**src/rtl/sram_access_arbiter.sv**
```systemverilog
// Two-port round-robin arbiter that sequences one access at a time onto a bank
// of DW-bit words with per-word load enables and per-word output disables.
module sram_access_arbiter #(
    parameter int WORDS = 4,
    parameter int AW    = 2,
    parameter int DW    = 4
) (
    input  logic             CLK,
    input  logic             CLR,
    input  logic             a_req,
    input  logic             a_we,
    input  logic [AW-1:0]    a_addr,
    input  logic [DW-1:0]    a_wdata,
    output logic             a_ack,
    output logic [DW-1:0]    a_rdata,
    input  logic             b_req,
    input  logic             b_we,
    input  logic [AW-1:0]    b_addr,
    input  logic [DW-1:0]    b_wdata,
    output logic             b_ack,
    output logic [DW-1:0]    b_rdata,
    output logic [DW-1:0]    mem_d,
    output logic [WORDS-1:0] mem_load_n,
    output logic [WORDS-1:0] mem_hiz,
    input  logic [DW-1:0]    mem_q,
    output logic             busy
);

    typedef enum logic [1:0] {IDLE, ACCESS, RESP} state_t;

    state_t          state, state_nxt;
    logic            last_grant_b;
    logic            own_b;
    logic            lat_we;
    logic [AW-1:0]   lat_addr;

    logic            grant_vld, grant_b;
    logic            g_we;
    logic [AW-1:0]   g_addr;
    logic [DW-1:0]   g_wdata;
    logic [DW-1:0]   rd_data;

    logic [DW-1:0]    mem_d_nxt;
    logic [WORDS-1:0] load_n_nxt, hiz_nxt;
    logic             a_ack_nxt, b_ack_nxt;
    logic [DW-1:0]    a_rdata_nxt, b_rdata_nxt;

    // One-hot word decode; addresses at or beyond WORDS select nothing.
    function automatic logic [WORDS-1:0] word_sel(input logic [AW-1:0] addr);
        logic [WORDS-1:0] sel;
        sel = '0;
        for (int i = 0; i < WORDS; i++)
            if (addr == i[AW-1:0]) sel[i] = 1'b1;
        return sel;
    endfunction

    assign g_we    = grant_b ? b_we    : a_we;
    assign g_addr  = grant_b ? b_addr  : a_addr;
    assign g_wdata = grant_b ? b_wdata : a_wdata;
    assign rd_data = (|word_sel(lat_addr)) ? mem_q : '0;
    assign busy    = (state != IDLE);

    always_ff @(posedge CLK) begin
        if (CLR) begin
            state        <= IDLE;
            last_grant_b <= 1'b1;
            own_b        <= 1'b0;
        end else begin
            state <= state_nxt;
            if (grant_vld) begin
                last_grant_b <= grant_b;
                own_b        <= grant_b;
            end
        end
    end

    always_ff @(posedge CLK) begin
        if (grant_vld) begin
            lat_we   <= g_we;
            lat_addr <= g_addr;
        end
    end

    // On a tie, the port that did not win last time gets the bank.
    always_comb begin
        state_nxt = state;
        grant_vld = 1'b0;
        grant_b   = 1'b0;
        case (state)
            IDLE: begin
                if (a_req || b_req) begin
                    grant_vld = 1'b1;
                    grant_b   = b_req && (!a_req || !last_grant_b);
                    state_nxt = ACCESS;
                end
            end
            ACCESS:  state_nxt = RESP;
            RESP:    state_nxt = IDLE;
            default: state_nxt = IDLE;
        endcase
    end

    // Next values of the registered outputs; mem_d doubles as the latched write data.
    always_comb begin
        mem_d_nxt   = mem_d;
        load_n_nxt  = '1;
        hiz_nxt     = '1;
        a_ack_nxt   = 1'b0;
        b_ack_nxt   = 1'b0;
        a_rdata_nxt = a_rdata;
        b_rdata_nxt = b_rdata;
        case (state)
            IDLE: begin
                if (grant_vld) begin
                    if (g_we) begin
                        mem_d_nxt  = g_wdata;
                        load_n_nxt = ~word_sel(g_addr);
                    end else begin
                        hiz_nxt = ~word_sel(g_addr);
                    end
                end
            end
            ACCESS: begin
                a_ack_nxt = !own_b;
                b_ack_nxt = own_b;
                if (!lat_we) begin
                    if (own_b) b_rdata_nxt = rd_data;
                    else       a_rdata_nxt = rd_data;
                end
            end
            default: ;
        endcase
    end

    always_ff @(posedge CLK) begin
        if (CLR) begin
            mem_d      <= '0;
            mem_load_n <= '1;
            mem_hiz    <= '1;
            a_ack      <= 1'b0;
            b_ack      <= 1'b0;
            a_rdata    <= '0;
            b_rdata    <= '0;
        end else begin
            mem_d      <= mem_d_nxt;
            mem_load_n <= load_n_nxt;
            mem_hiz    <= hiz_nxt;
            a_ack      <= a_ack_nxt;
            b_ack      <= b_ack_nxt;
            a_rdata    <= a_rdata_nxt;
            b_rdata    <= b_rdata_nxt;
        end
    end

endmodule
```
**config.mk**
```make
export PLATFORM = sky130hd
export DESIGN_NAME = sram_access_arbiter
export DESIGN_NICKNAME = d
export VERILOG_FILES = /design/src/rtl/sram_access_arbiter.sv
export SDC_FILE = /design/constraint.sdc
export NUM_CORES = 1
export LEC_CHECK = 0
export BUFFER_PORTS_ARGS = -buffer_cell sky130_fd_sc_hd__clkbuf_2
export CAP_MARGIN = 20
export CORE_UTILIZATION = 48
export DETAILED_ROUTE_END_ITERATION = 10
export PLACE_DENSITY = 0.78
export REMOVE_ABC_BUFFERS = 1
export SYNTH_ARGS = -nofsm -noshare
export SYNTH_HDL_FRONTEND = slang
export SYNTH_SLANG_ARGS = --single-unit
export TNS_END_PERCENT = 100
```
**constraint.sdc**
```tcl
create_clock -name CLK -period 1.83 [get_ports CLK]
set_input_delay 0.366 -clock CLK [delete_from_list [all_inputs] [get_ports CLK]]
set_output_delay 0.366 -clock CLK [all_outputs]
set_load 0.01 [all_outputs]
```
==> reports/summary.log <==
INFO  floorplan      die_area=2779um^2
INFO  run_status     run_status=complete, no violations
INFO  global_route   grt_pass1_wl=3615um
INFO  setup_path     critical_path_arrival=1.18ns
INFO  job            cap_viol_max_count=0
INFO  power_and_ir_drop switchingPower=317.5uW
INFO  cts            cts_buffers=3
INFO  global_route   initial_antenna_violation_count=0
INFO  timing         layout_worst_path_cycle_share=0.8475
INFO  timing         max_slew_margin=0.7078
INFO  power_and_ir_drop leakage=0.0006026uW
INFO  cts            post-cts-setup-buffers=0
INFO  power_and_ir_drop pwr-share-clk=0.236
INFO  floorplan      ioPinCount=45
INFO  floorplan      floorplan_core_area=2455um^2
INFO  cts            htree_levels=1
INFO  setup_path     worstPathCellList=nor2_1 > inv_1 > clkbuf_2
INFO  placed_design  finalWeightedCongestion=0.8549
INFO  setup_path     worstSetupEndpointType=output pin
INFO  setup_path     critPathMaxStageDelay=0.42ns
INFO  finish         multiInputGateArea=594.3um^2
INFO  global_route   grt_overflow_total=0
INFO  timing         setup_viol=0
INFO  floorplan      die_height=52.72um
INFO  timing         max_freq=644.7MHz
INFO  cts            max-clock-path-buffers=2
INFO  synthesis      synthesis.instances=126
INFO  timing         finalMaxSlewViolations=0
INFO  detailed_routing avgViaCountPerCell=5.387
INFO  detailed_routing drt.antenna.violating_nets=0
INFO  power_and_ir_drop comb_power_share=0.180
INFO  timing         rsz0062_at_grt=no
INFO  global_route   grt_start_max_net_pins=18
INFO  timing         clock-skew-final=0.004138ns
INFO  detailed_routing drt-wirelength-per-cell=12.16um
INFO  timing         actual_slew_at_the_worst_max_slew_pin=0.4365ns
INFO  placed_design  hpwlAfterDp=1755um
INFO  power_and_ir_drop switching_share=0.2862
INFO  floorplan      rows=18
INFO  finish         fill_count=230
INFO  timing         layout_min_cycle_time=1.551ns
INFO  timing         hold_viol_final=0
INFO  worst_hold_path min_path_type=in -> reg
INFO  setup_path     critical_path_required=1.46ns
INFO  synthesis      syn_avg_cell_area=9.801um^2
INFO  power_and_ir_drop p_seq_frac=0.585
INFO  timing         setup_tns=0ns
INFO  cts            worst_setup_hold_path_clk_slew=0.15ns
INFO  setup_path     crit_slowest_cell=sky130_fd_sc_hd__dfxtp_1
INFO  setup_path     crit_fanout=5
INFO  floorplan      initial_core_util=0.5031
INFO  global_route   grt_usage=0.1745
INFO  floorplan      die_width=52.72um
INFO  setup_path     crit_type=reg -> out
INFO  finish         n_antenna_cell=0
INFO  detailed_routing routed-via-count=1045
INFO  cts            clkLatencyLatePin=0.32ns
INFO  cts            cts_hold_repair_buffers=0
INFO  synthesis      ys_seq_elements=27
INFO  finish         layout_cells_sized_above_1=0.3598
INFO  power_and_ir_drop ir_drop=493.6uV
INFO  setup_path     critPathLaunchType=register
INFO  placed_design  port_buffers=44
INFO  synthesis      synth-warning-count=0
INFO  synthesis      synth.distinct_cells=34
INFO  synthesis      mappedNetlistArea=1235um^2
INFO  power_and_ir_drop power_density_normalized_to_cell_area=766.5nW/um^2
INFO  finish         area_added_between_synthesis_and_finish=17.22%
INFO  timing         hold_slack=0.2887ns
INFO  cts            cts_tree=done
INFO  finish         area.sequential=550.5um^2
INFO  detailed_routing drt_first_iter_violations=19
INFO  global_route   grt_pass1_vias=884
INFO  cts            tritoncts_num_sinks=27
INFO  detailed_routing drtPass1Iterations=4
INFO  finish         final_nets=187
INFO  detailed_routing remaining_drc_errors=0
INFO  power_and_ir_drop p_int=792.0uW
INFO  cts            cts.repair.resized=0
INFO  detailed_routing detail_route.wirelength=2360um
INFO  cts            cts-root-buf=sky130_fd_sc_hd__clkbuf_4
INFO  synthesis      synth-seq-area-share=0.4458
[cell type report]
cell class | instances | area share
clock buffer | 3 | 0.01556
clock inverter | 1 | 0.005186
inverter | 2 | 0.005186
multi-input combinational | 86 | 0.4105
sequential | 27 | 0.3803
tap | 30 | 0.02593
timing repair buffer | 45 | 0.1573
[flip-flops by register name, indices dropped and copies added (netlist names)]
| signal | flops |
|---|---|
| b_ack | 1 |
| own_b | 1 |
| mem_d | 4 |
| a_rdata | 4 |
| b_rdata | 4 |
| state | 2 |
| last_grant_b | 1 |
| lat_we | 1 |
| mem_hiz | 4 |
| a_ack | 1 |
| mem_load_n | 4 |
[layer usage]
layer	up-vias	track usage	part of all wire
li1	526	-	-
met1	489	0.2257	0.48
met2	30	0.2954	0.47
met3	0	0.03478	0.045
met4	0	0.03947	0
met5	-	0	0
[cells in the final DEF (no fill, tap or decap), drive strengths merged, types with 2 or more instances in the layout]
master / Yosys / final
clkbuf: 4 / 47
dfxtp: 26 / 26
nor2: 19 / 19
mux2i: 8 / 8
nand3b: 8 / 8
o21ai: 8 / 8
nand2: 7 / 7
nor4b: 7 / 7
nor4: 6 / 6
a21oi: 6 / 6
and4b: 4 / 4
nor3: 3 / 3
inv: 2 / 2
nand4: 2 / 2
[cells in the mapped netlist, drive strengths merged]
| master | instances | share of area |
|---|---|---|
| a211o | 1 | 0.0071 |
| nor4bb | 1 | 0.0081 |
| nand3b | 8 | 0.049 |
| nor4 | 6 | 0.030 |
| clkbuf | 4 | 0.013 |
| dfxtp | 26 | 0.42 |
| a21bo | 1 | 0.013 |
| a21boi | 1 | 0.0091 |
| edfxtp | 1 | 0.024 |
| nand4 | 2 | 0.010 |
| nor4b | 7 | 0.067 |
| a21oi | 6 | 0.024 |
| nor2b | 1 | 0.0051 |
| and2 | 1 | 0.0051 |
| nor3 | 3 | 0.021 |
| inv | 2 | 0.0061 |
| nor2 | 19 | 0.060 |
| buf | 7 | 0.054 |
| mux2i | 8 | 0.065 |
| and4b | 4 | 0.033 |
| nor3b | 1 | 0.0061 |
| mux2 | 1 | 0.0091 |
| o21ai | 8 | 0.035 |
| nand2 | 7 | 0.023 |
[critical path: cells and delay by family, from the launching register on]
kind,cells,cell delay [ns]
flip-flops,1,0.42
buffers and inverters,2,0.19
AND/OR/NAND/NOR,1,0.26
[power groups by stage]
stage | sequential (uW) | combinational (uW) | clock (uW)
final | 649 | 199 | 262
after global routing | 652 | 220 | 293
after CTS | 648 | 201 | 270
after detailed placement | 661 | 199 | 0
after global placement | 660 | 193 | 0
after floorplan | 668 | 104 | 0
[stage by stage]
step           worst slack [ns]  area, um^2  std cells    util  power, uW
6_report                 0.2790        1448        194  0.5897       1110
2_1_floorplan            0.2942        1152        115       -      772.3
3_3_place_gp             0.3293        1418        190  0.5775      853.0
4_1_cts                  0.2648        1448        194  0.5897       1119
5_1_grt                  0.2143        1448        194  0.5897       1165
3_5_place_dp             0.2661        1418        190  0.5775      860.4
[final timing paths]
kind	from	endpoint	slack, ns	cells after the start
min reg2reg	a_rdata[2]$_SDFFE_PP0P_	a_rdata[2]$_SDFFE_PP0P_	0.52	2
max reg2reg	last_grant_b$_SDFFE_PP1N_	mem_load_n[3]$_SDFF_PP1_	0.41	4
min	mem_q[3]	a_rdata[3]$_SDFFE_PP0P_	0.29	3
max	state[1]$_SDFFE_PP0P_	busy	0.28	3
[kinds of logic (layout without fill, tap and decap cells)]
family | Yosys count | after routing | synth area share
flip-flops | 27 | 27 | 0.4458
AND/OR/NAND/NOR | 60 | 60 | 0.3181
buffers and inverters | 13 | 51 | 0.07294
AO/OA/AOI/OAI | 17 | 17 | 0.08916
multiplexers | 9 | 9 | 0.07396
Power figures use the tool's default switching activity.
